## config.mk

```make
export PLATFORM = sky130hd
export DESIGN_NAME = sample_tx_stream
export DESIGN_NICKNAME = d
export VERILOG_FILES = /design/src/rtl/sample_tx_stream.sv
export SDC_FILE = /design/constraint.sdc
export NUM_CORES = 1
export LEC_CHECK = 0
export BUFFER_PORTS_ARGS = -buffer_cell sky130_fd_sc_hd__buf_2
export CORE_AREA = 5 5 111 113
export DETAILED_ROUTE_END_ITERATION = 6
export DIE_AREA = 0 0 116 118
export HOLD_SLACK_MARGIN = 0.05
export PLACE_DENSITY = 0.58
export SETUP_SLACK_MARGIN = 0.05
export SKIP_CTS_REPAIR_TIMING = 1
export SLEW_MARGIN = 10
export SYNTH_ARGS = -nofsm -noshare
export SYNTH_HDL_FRONTEND = slang
export SYNTH_SLANG_ARGS = --single-unit
```

## constraint.sdc

```tcl
create_clock -name CLOCK_50 -period 4.1 [get_ports CLOCK_50]
set_input_delay 1.23 -clock CLOCK_50 [delete_from_list [all_inputs] [get_ports CLOCK_50]]
set_output_delay 1.23 -clock CLOCK_50 [all_outputs]
set_load 0.01 [all_outputs]
```

## src/rtl/sample_tx_stream.sv

```systemverilog
// sample_tx_stream: streams 16-bit samples from a synchronous-read memory over
// an 8N1 UART line, low byte first. One fetch/wait/latch sequence per sample,
// then two back-to-back byte frames.
// Optional build macro TX_CHECKSUM_EN: appends one frame holding the XOR of
// every data byte sent in the stream (suppressed by ABORT).
module sample_tx_stream #(
    parameter int unsigned CLKS_PER_BIT = 434
) (
    input  logic        CLOCK_50,
    input  logic        RESET_N,
    input  logic        START,
    input  logic        ABORT,
    input  logic [13:0] sample_count,
    output logic        rd_en,
    output logic [13:0] rd_address,
    input  logic [15:0] rd_data,
    output logic        UART_TXD,
    output logic        busy,
    output logic        done,
    output logic [7:0]  LEDG
);

    localparam int unsigned BaudW = (CLKS_PER_BIT > 1) ? $clog2(CLKS_PER_BIT) : 1;
    localparam logic [BaudW-1:0] BaudLast = BaudW'(CLKS_PER_BIT - 1);

    typedef enum logic [2:0] {
        StIdle,
        StFetch,
        StWait,
        StLatch,
        StSendLo,
        StSendHi,
`ifdef TX_CHECKSUM_EN
        StSendCk,
`endif
        StFinish
    } state_e;

    state_e             state_q, state_d;
    logic [13:0]        addr_q, addr_d;
    logic [13:0]        count_q, count_d;
    logic [15:0]        hold_q, hold_d;
    logic [BaudW-1:0]   baud_q, baud_d;
    logic [3:0]         bit_q, bit_d;
    logic               tx_q, tx_d;
    logic [7:0]         ledg_q, ledg_d;
    logic               abort_q, abort_d;
`ifdef TX_CHECKSUM_EN
    logic [7:0]         csum_q, csum_d;
`endif

    logic       sending;
    logic       baud_end;
    logic       frame_end;
    logic       abort_pend;
    logic       last_sample;
    logic [7:0] cur_byte;

    // Frame bookkeeping shared by every sending state.
    always_comb begin
        sending = (state_q == StSendLo) || (state_q == StSendHi);
`ifdef TX_CHECKSUM_EN
        if (state_q == StSendCk) sending = 1'b1;
`endif
        baud_end    = (baud_q == BaudLast);
        frame_end   = baud_end && (bit_q == 4'd9);
        // Same-cycle ABORT counts, so a request on the final stop cycle still stops the stream.
        abort_pend  = abort_q | ABORT;
        last_sample = ((addr_q + 14'd1) == count_q);
    end

    // Byte currently being serialised.
    always_comb begin
        cur_byte = hold_q[7:0];
        if (state_q == StSendHi) cur_byte = hold_q[15:8];
`ifdef TX_CHECKSUM_EN
        if (state_q == StSendCk) cur_byte = csum_q;
`endif
    end

    // Next-state logic for the sequencer, serialiser and status registers.
    always_comb begin
        state_d = state_q;
        addr_d  = addr_q;
        count_d = count_q;
        hold_d  = hold_q;
        baud_d  = baud_q;
        bit_d   = bit_q;
        tx_d    = tx_q;
        ledg_d  = ledg_q;
        abort_d = (state_q == StIdle) ? 1'b0 : abort_pend;
`ifdef TX_CHECKSUM_EN
        csum_d  = csum_q;
`endif

        // Bit timing: bit 0 is start, 1..8 data LSB first, 9 stop.
        if (sending) begin
            if (baud_end) begin
                baud_d = '0;
                if (!frame_end) begin
                    bit_d = bit_q + 4'd1;
                    tx_d  = (bit_q == 4'd8) ? 1'b1 : cur_byte[bit_q[2:0]];
                end
            end else begin
                baud_d = baud_q + BaudW'(1);
            end
        end

        unique case (state_q)
            StIdle: begin
                if (START) begin
                    count_d = sample_count;
                    addr_d  = '0;
`ifdef TX_CHECKSUM_EN
                    csum_d  = '0;
`endif
                    state_d = (sample_count == 14'd0) ? StFinish : StFetch;
                end
            end
            StFetch: begin
                state_d = abort_pend ? StIdle : StWait;
            end
            StWait: begin
                hold_d = rd_data;
`ifdef TX_CHECKSUM_EN
                csum_d = csum_q ^ rd_data[7:0] ^ rd_data[15:8];
`endif
                state_d = abort_pend ? StIdle : StLatch;
            end
            StLatch: begin
                if (abort_pend) begin
                    state_d = StIdle;
                end else begin
                    state_d = StSendLo;
                    tx_d    = 1'b0;
                    bit_d   = '0;
                    baud_d  = '0;
                end
            end
            StSendLo: begin
                if (frame_end) begin
                    ledg_d = hold_q[7:0];
                    if (abort_pend) begin
                        state_d = StIdle;
                    end else begin
                        state_d = StSendHi;
                        tx_d    = 1'b0;
                        bit_d   = '0;
                    end
                end
            end
            StSendHi: begin
                if (frame_end) begin
                    ledg_d = hold_q[15:8];
                    addr_d = addr_q + 14'd1;
                    if (abort_pend) begin
                        state_d = StIdle;
                    end else if (last_sample) begin
`ifdef TX_CHECKSUM_EN
                        state_d = StSendCk;
                        tx_d    = 1'b0;
                        bit_d   = '0;
`else
                        state_d = StFinish;
`endif
                    end else begin
                        state_d = StFetch;
                    end
                end
            end
`ifdef TX_CHECKSUM_EN
            StSendCk: begin
                if (frame_end) begin
                    ledg_d  = csum_q;
                    state_d = abort_pend ? StIdle : StFinish;
                end
            end
`endif
            StFinish: begin
                state_d = StIdle;
            end
            default: begin
                state_d = StIdle;
                tx_d    = 1'b1;
            end
        endcase
    end

    // State registers; reset abandons any frame in flight and idles the line.
    always_ff @(posedge CLOCK_50 or negedge RESET_N) begin
        if (!RESET_N) begin
            state_q <= StIdle;
            addr_q  <= '0;
            count_q <= '0;
            hold_q  <= '0;
            baud_q  <= '0;
            bit_q   <= '0;
            tx_q    <= 1'b1;
            ledg_q  <= '0;
            abort_q <= 1'b0;
`ifdef TX_CHECKSUM_EN
            csum_q  <= '0;
`endif
        end else begin
            state_q <= state_d;
            addr_q  <= addr_d;
            count_q <= count_d;
            hold_q  <= hold_d;
            baud_q  <= baud_d;
            bit_q   <= bit_d;
            tx_q    <= tx_d;
            ledg_q  <= ledg_d;
            abort_q <= abort_d;
`ifdef TX_CHECKSUM_EN
            csum_q  <= csum_d;
`endif
        end
    end

    // Outputs decoded from registered state; busy is already low while done pulses.
    always_comb begin
        rd_en      = (state_q == StFetch);
        rd_address = addr_q;
        busy       = (state_q != StIdle) && (state_q != StFinish);
        done       = (state_q == StFinish);
        UART_TXD   = tx_q;
        LEDG       = ledg_q;
    end

endmodule

```

==> Yosys cells after proc, flatten, opt, wreduce, memory -nomap -nowiden <==
Cells that the tools add are included.
{ "totals": {"register_bits": 70, "latchBits": 0, "ramBits": 0, "rom_bits": 0, "input_bits": 34, "output_inout_bits": 26, "word_cells": 79, "mem_count": 0} }
{ "classes": {"n_addsub": 3, "multipliers": 0, "n_div": 0, "n_lt_le_gt_ge": 1, "n_eq_ne": 14, "n_shift": 0, "n_mux": 38, "n_bitwise": 1, "n_reduce_logical": 13} }
{ "ops": {"columns": ["cell", "count"], "rows": [
  ["2-to-1 mux 9 bit", 4],
  ["2-to-1 mux 14 bit", 2],
  ["one-hot mux 14 bit (2 select lines)", 1],
  ["2-to-1 mux 3 bit", 8],
  ["2-to-1 mux 8 bit", 3],
  ["2-to-1 mux 4 bit", 5],
  ["one-hot mux 3 bit (6 select lines)", 1],
  ["one-hot mux 8 bit (2 select lines)", 1],
  ["adder 14 x 1 -> 14 bit, second input constant", 1],
  ["equality test 14 bit", 1],
  ["zero test 14 bit", 1],
  ["adder 9 x 1 -> 9 bit, second input constant", 1],
  ["equality test 3 bit, second input constant", 3],
  ["equality test 9 bit, second input constant", 1],
  ["AND reduction 3 bit", 3],
  ["equality test 4 bit, second input constant", 2],
  ["2-to-1 mux 1 bit", 8],
  ["one-hot mux 4 bit (2 select lines)", 1],
  ["equality test 3 x 2 -> 1 bit, second input constant", 2],
  ["!= test 2 bit, second input constant", 3],
  ["OR reduction 5 bit", 1],
  ["adder 4 x 1 -> 4 bit, second input constant", 1],
  ["less-than comparator 3 x 4 -> 1 bit, second input constant", 1],
  ["2-to-1 mux 2 bit", 2],
  ["other kinds (11)", 13]
]} }

==> Depth between registers and ports, before layout <==
Gate-level depths: netlist of run 1.
{ "logic_depth": {"depth_word": 11, "depth_mapped": 8, "ltp_nobuf": 8} }

==> Least setup slack after synthesis of run 1 <==
No wires, ideal clock.
{ "synth_path": {"path_kind": "input -> register", "from": "input sample_count[8]", "to": "register state_q[0]", "setup_ps": 119, "arrival_time_ps": 2335, "t_required_ps": 3981, "path_slack_ps": 1646, "path_stages": 6, "n_path_buf": 0, "path_cell_list": "nor4_1 > and4_1 > nor2_1 > o31a_1 > nand3b_1 > o21a_1"} }
{ "synth_via": {"elab_chain_cells": 4} }
{ "synth_rtl": {"columns": ["element", "line_no", "rtl"], "rows": [
  ["from (decl)", "13", "input logic [13:0] sample_count,"],
  ["zero test 14 bit", "117", "state_d = (sample_count == 14'd0) ? StFinish : StFetch;"],
  ["2-to-1 mux 3 bit", "117", null],
  ["2-to-1 mux 3 bit", "111", "if (START) begin"],
  ["one-hot mux 3 bit (6 select lines)", "109", "unique case (state_q)"],
  ["to (signal assigned)", "192", "state_q <= StIdle;"],
  ["to (signal assigned)", "205", "state_q <= state_d;"],
  ["to (decl)", "39", "state_e state_q, state_d;"]
]} }
Every way passes these cells. The select of a mux whose other input is x is not followed.
A chain may end at the register's enable or synchronous reset.

==> Final worst setup path of run 1 <==
{ "layout_path": {"from": "register bit_q[1]", "to": "register addr_q[7], in the netlist rd_address[7]"} }
{ "layout_via": {"elab_chain_cells": 4} }
{ "layout_rtl": {"columns": ["element", "line_no", "rtl"], "rows": [
  ["from (decl)", "44", "logic [3:0] bit_q, bit_d;"],
  ["from (signal assigned)", "210", "bit_q <= bit_d;"],
  ["equality test 4 bit", "66", "frame_end = baud_end && (bit_q == 4'd9);"],
  ["logical AND 1 bit", "66", null],
  ["!= test 2 bit (no source line)", null, null],
  ["AND reduction 3 bit (no source line)", null, null],
  ["to (signal assigned)", "206", "addr_q <= addr_d;"],
  ["to (decl)", "40", "logic [13:0] addr_q, addr_d;"]
]} }
Every way passes these cells.

==> out/metrics.cfg, run 1 <==
[global_routing]
grt_pass1_vias = 3148
grt.total_usage_pct = 14.45
grt_overflow_total = 0
grt_pass1_wl_um = 15850
grt_max_degree = 71
antenna_found_initial = 0

[synth]
yosysTopAreaCell = dfrtp_1
syn_nets = 454
async_flop_share_pct = 100.0
yosys-top-cells-count = 69 x dfrtp_1, 65 x nand2_1, 42 x nor2_1
ys_ff_latch = 70
yosysSeqAreaShare_pct = 45.65
yosysWarnings = 0
avgSynthCellArea_um2 = 9.275
synthFlopType = dfrtp_1
yosysMostFrequentCell = dfrtp_1
synthCells = 414
synth_top_area_share_pct = 44.97
synth_cell_types = 58
synth_edf_count = 0
synth.area.top_cells = dfrtp_1 45%, nand2_1 6.4%, mux2_2 5.6%
syn_area_um2 = 3840

[finish]
drive_above_1_share_pct = 21.89
fin_area_um2 = 4578
final_nets = 510
syn_to_final_growth_pct = 19.22
final_core_util_pct = 40.79
antenna_cells = 0

[route]
first_pass_iters = 4
vias = 3169
wire_per_inst_um = 15.20
ant_nets = 0
dr.first_iter.drc_count = 195
wirelength_um = 9396
drc = 0
vias_per_cell = 5.128

[sta]
final.setup.tns_ns = 0
hold_violations = 0
period_needed_ns = 2.884
slew_headroom_pct = 35.93
finalSetupViolations = 0
fmax_mhz = 346.7
tightest_slew_ns = 0.9575
slew_violations = 0
rsz0062_at_grt = no
finalCritPeriodShare_pct = 70.35
fin_skew_ns = 0.008186

[placement]
place.gp.congestion = 0.7988
hpwl_um = 6832
io_buffers = 59
place_area_um2 = 4272

[floorplan]
die_area_um2 = 13690
die_w_um = 116
row_count = 39
pin_count = 60
initial_utilization_pct = 34.21
fp.dieH_um = 118
core-area_um2 = 11220

[power]
leakage_uw = 0.002107
ir_drop_v = 0.0002581
p_per_area_nw_per_um2 = 599.1

[clock_network]
path_clk_slew_ns = 0.06
cts-root-buf = clkbuf_16
cts_sinks = 70
cts_max_level = 3
numCtsBuffers = 9
cts_buffer_depth = 2
clock_latency_ns = 0.34
cts_tree = yes

[critical_path]
cp_max_fo = 18
crit_path_start_kind = register
max_stage_delay_ns = 0.63
crit_family = simple AND/OR/NAND/NOR gates
reg2reg_depth = 8
reg2reg_from = bit_q[1]
cp.depth = 8
critPathCaptureType = register
startpoint = bit_q[1]
path_buf_inv = 1
crit_slowest_cell = nor3_1
endpoint = rd_address[7]
r2r_slack_ns = 1.22
critPathRequiredTime_ns = 4.32
worst_r2r_endpoint = rd_address[7]
critPathArrivalTime_ns = 3.11
critical_path_class = register to register
worstPathCellList = inv_1 -> ha_1 -> nand3b_1 -> nor3_1 -> nand2_1 -> a31oi_1 -> o21ai_0 -> o41ai_1

[min_path]
hp-class = register to register

[job]
cap_violations = 0

[outcome]
outcome = complete, no violations

how the worst min path moves through the flow:
stage	depth (start not counted)	startpoint	to	slack, ns
CTS	2	count_q[3]	count_q[3]	0.50
detailed placement	2	count_q[3]	count_q[3]	0.49
finish	2	count_q[10]	count_q[10]	0.50
global placement	1	hold_q[2]	hold_q[2]	0.49
floorplan	2	count_q[13]	count_q[13]	0.47
global route	1	hold_q[1]	hold_q[1]	0.52
layout make-up:
class	count	area (um^2)
clock buffers	9	225.2
clock inverters	7	81.33
fillers	1120	6645
inverters	6	22.52
multi-input cells	320	1992
flip-flops and latches	70	1753
well taps	143	178.9
repair buffers	63	325.3
metrics by stage:
| stage | hold slack (ns) | cells | setup WS, ns | power [uW] |
|---|---|---|---|---|
| after floorplan | 0.4652 | 414 | 1.646 | 1716 |
| after detailed placement | 0.4902 | 602 | 1.141 | 1960 |
| after CTS | 0.5047 | 618 | 1.240 | 2771 |
| after global placement | 0.4903 | 602 | 1.213 | 1930 |
| final | 0.5024 | 618 | 1.216 | 2743 |
| after global routing | 0.5169 | 618 | 0.8803 | 2933 |
cell families after synthesis:
logic type                 after synthesis  synth area share (%)
adders and majority gates                6                 1.955
and+or+nand+nor                        182                 23.59
muxes                                   30                 8.439
DFF                                     70                 45.65
buffers and inverters                   24                 2.476
xor gates and xnor gates                26                 5.930
AOI/OAI and AO/OA                       76                 11.96
sequential cells by signal, indices dropped and copies added, names as in the netlist:
name,count
abort_q,1
UART_TXD,1
rd_address,14
count_q,14
bit_q,4
hold_q,16
baud_q,9
LEDG,8
state_q,3
cell usage in the layout (no fill, tap or decap), types with 3 or more instances in the layout:
cell type  netlist  routed
nand4_1          6       6
mux2i_1         11      11
nand3b_1         5       5
clkbuf_16        0       9
dfrtp_1         69      69
nor2_1          42      42
ha_1             6       6
buf_4            0       4
buf_2            4      59
nor2b_1          5       5
xor2_1          11      11
nand4b_1         3       3
nor3_1           6       6
nand3_1         16      16
o21ai_1          7       7
o21ai_0         24      24
o31ai_1          3       3
and2_1           4       4
or3_1            7       7
and3_1           4       4
inv_1            5       5
nor4_1           3       3
nand2_1         65      65
xnor2_1         15      15
mux2_2          19      19
a21oi_1         20      20
where the power goes:
| group | internal (uW) | switching, uW | leakage, uW |
|---|---|---|---|
| sequential | 901 | 210 | 0.000901 |
| combinational | 399 | 428 | 0.00105 |
| clock | 481 | 325 | 0.000152 |
tightest hold or removal path: cells and delay by family (launching register included):
kind | cells | cell delay [ns]
AND/OR/NAND/NOR | 2 | 0.11
flip-flops | 1 | 0.36
layer usage:
metal  track usage [%]  vias to the layer above  part of all wire (%)
met5                 0                        -                     0
met4             5.729                        0                   1.9
met3             2.519                       13                   4.7
met2             22.30                       75                    45
met1             19.99                     1505                    48
li1                  -                     1576                     -
(Power assumes the default switching activity.)
==> run 2: changes to the inputs <==
==> constraint.sdc (replaced) <==
create_clock -name CLOCK_50 -period 2.8 [get_ports CLOCK_50]
set_input_delay 0.84 -clock CLOCK_50 [delete_from_list [all_inputs] [get_ports CLOCK_50]]
set_output_delay 0.84 -clock CLOCK_50 [all_outputs]
set_load 0.01 [all_outputs]
==> out/metrics.cfg, run 2 (same netlist as run 1, synthesis figures left out) <==
[outcome]
outcome = complete, no violations  ; unchanged

[clock_network]
cts_buffer_depth = 2  ; unchanged
cts_max_level = 3  ; unchanged
numCtsBuffers = 9  ; unchanged
cts_sinks = 70  ; unchanged
cts_tree = yes  ; unchanged
path_clk_slew_ns = 0.06  ; about the same
cts-root-buf = clkbuf_16  ; unchanged
clock_latency_ns = 0.33  ; was 0.34 ns

[sta]
fin_skew_ns = 0.006233  ; was 0.008186 ns
period_needed_ns = 2.476  ; was 2.884 ns
slew_violations = 0  ; unchanged
tightest_slew_ns = 0.6676  ; was 0.9575 ns
slew_headroom_pct = 55.33  ; was 35.93%
fmax_mhz = 403.9  ; was 346.7 MHz
finalSetupViolations = 0  ; unchanged
finalCritPeriodShare_pct = 88.43  ; was 70.35%
final.setup.tns_ns = 0  ; unchanged
hold_violations = 0  ; unchanged
rsz0062_at_grt = no  ; unchanged

[critical_path]
crit_slowest_cell = dfrtp_1  ; was nor3_1
critPathArrivalTime_ns = 2.70  ; was 3.11 ns
crit_path_start_kind = register  ; unchanged
max_stage_delay_ns = 0.52  ; was 0.63 ns
worstPathCellList = nand3_1 -> nor4_4 -> mux2_2 -> a211o_1 -> a2111o_1 -> o21a_1  ; was inv_1 -> ha_1 -> nand3b_1 -> nor3_1 -> nand2_1 -> a31oi_1 -> o21ai_0 -> o41ai_1
critical_path_class = register to register  ; unchanged
reg2reg_from = rd_address[4]  ; was bit_q[1]
critPathRequiredTime_ns = 3.02  ; was 4.32 ns
reg2reg_depth = 6  ; was 8
path_buf_inv = 0  ; was 1
startpoint = rd_address[4]  ; was bit_q[1]
crit_family = compound AO/OA/AOI/OAI gates  ; was simple AND/OR/NAND/NOR gates
cp_max_fo = 9  ; was 18
critPathCaptureType = register  ; unchanged
cp.depth = 6  ; was 8

[finish]
final_common_cell = dfrtp_1  ; unchanged
drive_above_1_share_pct = 23.30  ; was 21.89%
largest_reg_flops = 16  ; unchanged
final_cell_mix = 69 x dfrtp_1, 65 x nand2_1, 59 x buf_2, 42 x nor2_1, 24 x o21ai_0  ; unchanged
antenna_cells = 0  ; unchanged
final_core_util_pct = 41.40  ; was 40.79%
final_nets = 520  ; was 510
top_register = hold_q  ; unchanged
syn_to_final_growth_pct = 21.02  ; was 19.22%

[route]
vias = 3175  ; was 3169
dr.first_iter.drc_count = 233  ; was 195
drc = 0  ; unchanged
wire_per_inst_um = 14.84  ; was 15.20 um
wirelength_um = 9318  ; was 9396 um
ant_nets = 0  ; unchanged
vias_per_cell = 5.056  ; was 5.128
first_pass_iters = 4  ; unchanged

[global_routing]
grt.total_usage_pct = 14.44  ; was 14.45%
antenna_found_initial = 0  ; unchanged
grt_overflow_total = 0  ; unchanged
grt_pass1_vias = 3072  ; was 3148
grt_pass1_wl_um = 15820  ; was 15850 um
grt_max_degree = 27  ; was 71

[power]
p_per_area_nw_per_um2 = 841.5  ; was 599.1 nW/um^2
ir_drop_v = 0.0003404  ; was 0.0002581 V
leakage_uw = 0.002144  ; was 0.002107 uW

[floorplan]
initial_utilization_pct = 34.21  ; unchanged
fp.dieH_um = 118  ; unchanged
row_count = 39  ; unchanged
die_area_um2 = 13690  ; unchanged
core-area_um2 = 11220  ; unchanged
pin_count = 60  ; unchanged
die_w_um = 116  ; unchanged

[placement]
place.gp.congestion = 0.8348  ; was 0.7988
io_buffers = 59  ; unchanged
hpwl_um = 7041  ; was 6832 um

[job]
cap_violations = 0  ; unchanged

[min_path]
hp-class = primary input to async pin  ; was register to register

[run 2: path summary, 6_finish.rpt]
path	end	slack, ns
worst min-delay path	count_q[10]	0.50
worst max-delay path	state_q[0]	0.32
worst min register to register	count_q[9]	0.50
min in group CLOCK_50	count_q[9]	0.50
worst max register to register	state_q[0]	0.32
max in group asynchronous	UART_TXD	1.68
[run 2: final cells by class]
type	instances	area, um^2
Clock buffer	10	229.0
Inverter	6	22.52
Sequential cell	70	1753
Fill cell	1115	6576
Tap cell	143	178.9
Multi-Input combinational cell	320	1992
Timing Repair Buffer	73	425.4
Clock inverter	6	46.29
[run 2: routing by layer]
layer	part of all wire [%]	track usage [%]
met1	49	21.50
met2	45	20.50
met3	4.4	3.239
met4	1.5	4.786
met5	0	0
[run 2: where the power goes]
part	internal (uW)	switching [uW]
clock	604	446
sequential	1320	290
combinational	606	644
total	2530	1380
[run 2: stage by stage]
| stage | worst slack, ns | cells | power, uW | hold WS (ns) | area, um^2 |
|---|---|---|---|---|---|
| floorplan | 0.3636 | 414 | 2512 | 0.4652 | 3840 |
| finish | 0.3241 | 628 | 3910 | 0.4995 | 4647 |
| global placement | 0.3305 | 612 | 2867 | 0.4886 | 4372 |
| global route | 0.1665 | 628 | 4228 | 0.5194 | 4647 |
| detailed placement | 0.2975 | 612 | 2899 | 0.4928 | 4372 |
| CTS | 0.3301 | 628 | 3964 | 0.5071 | 4647 |
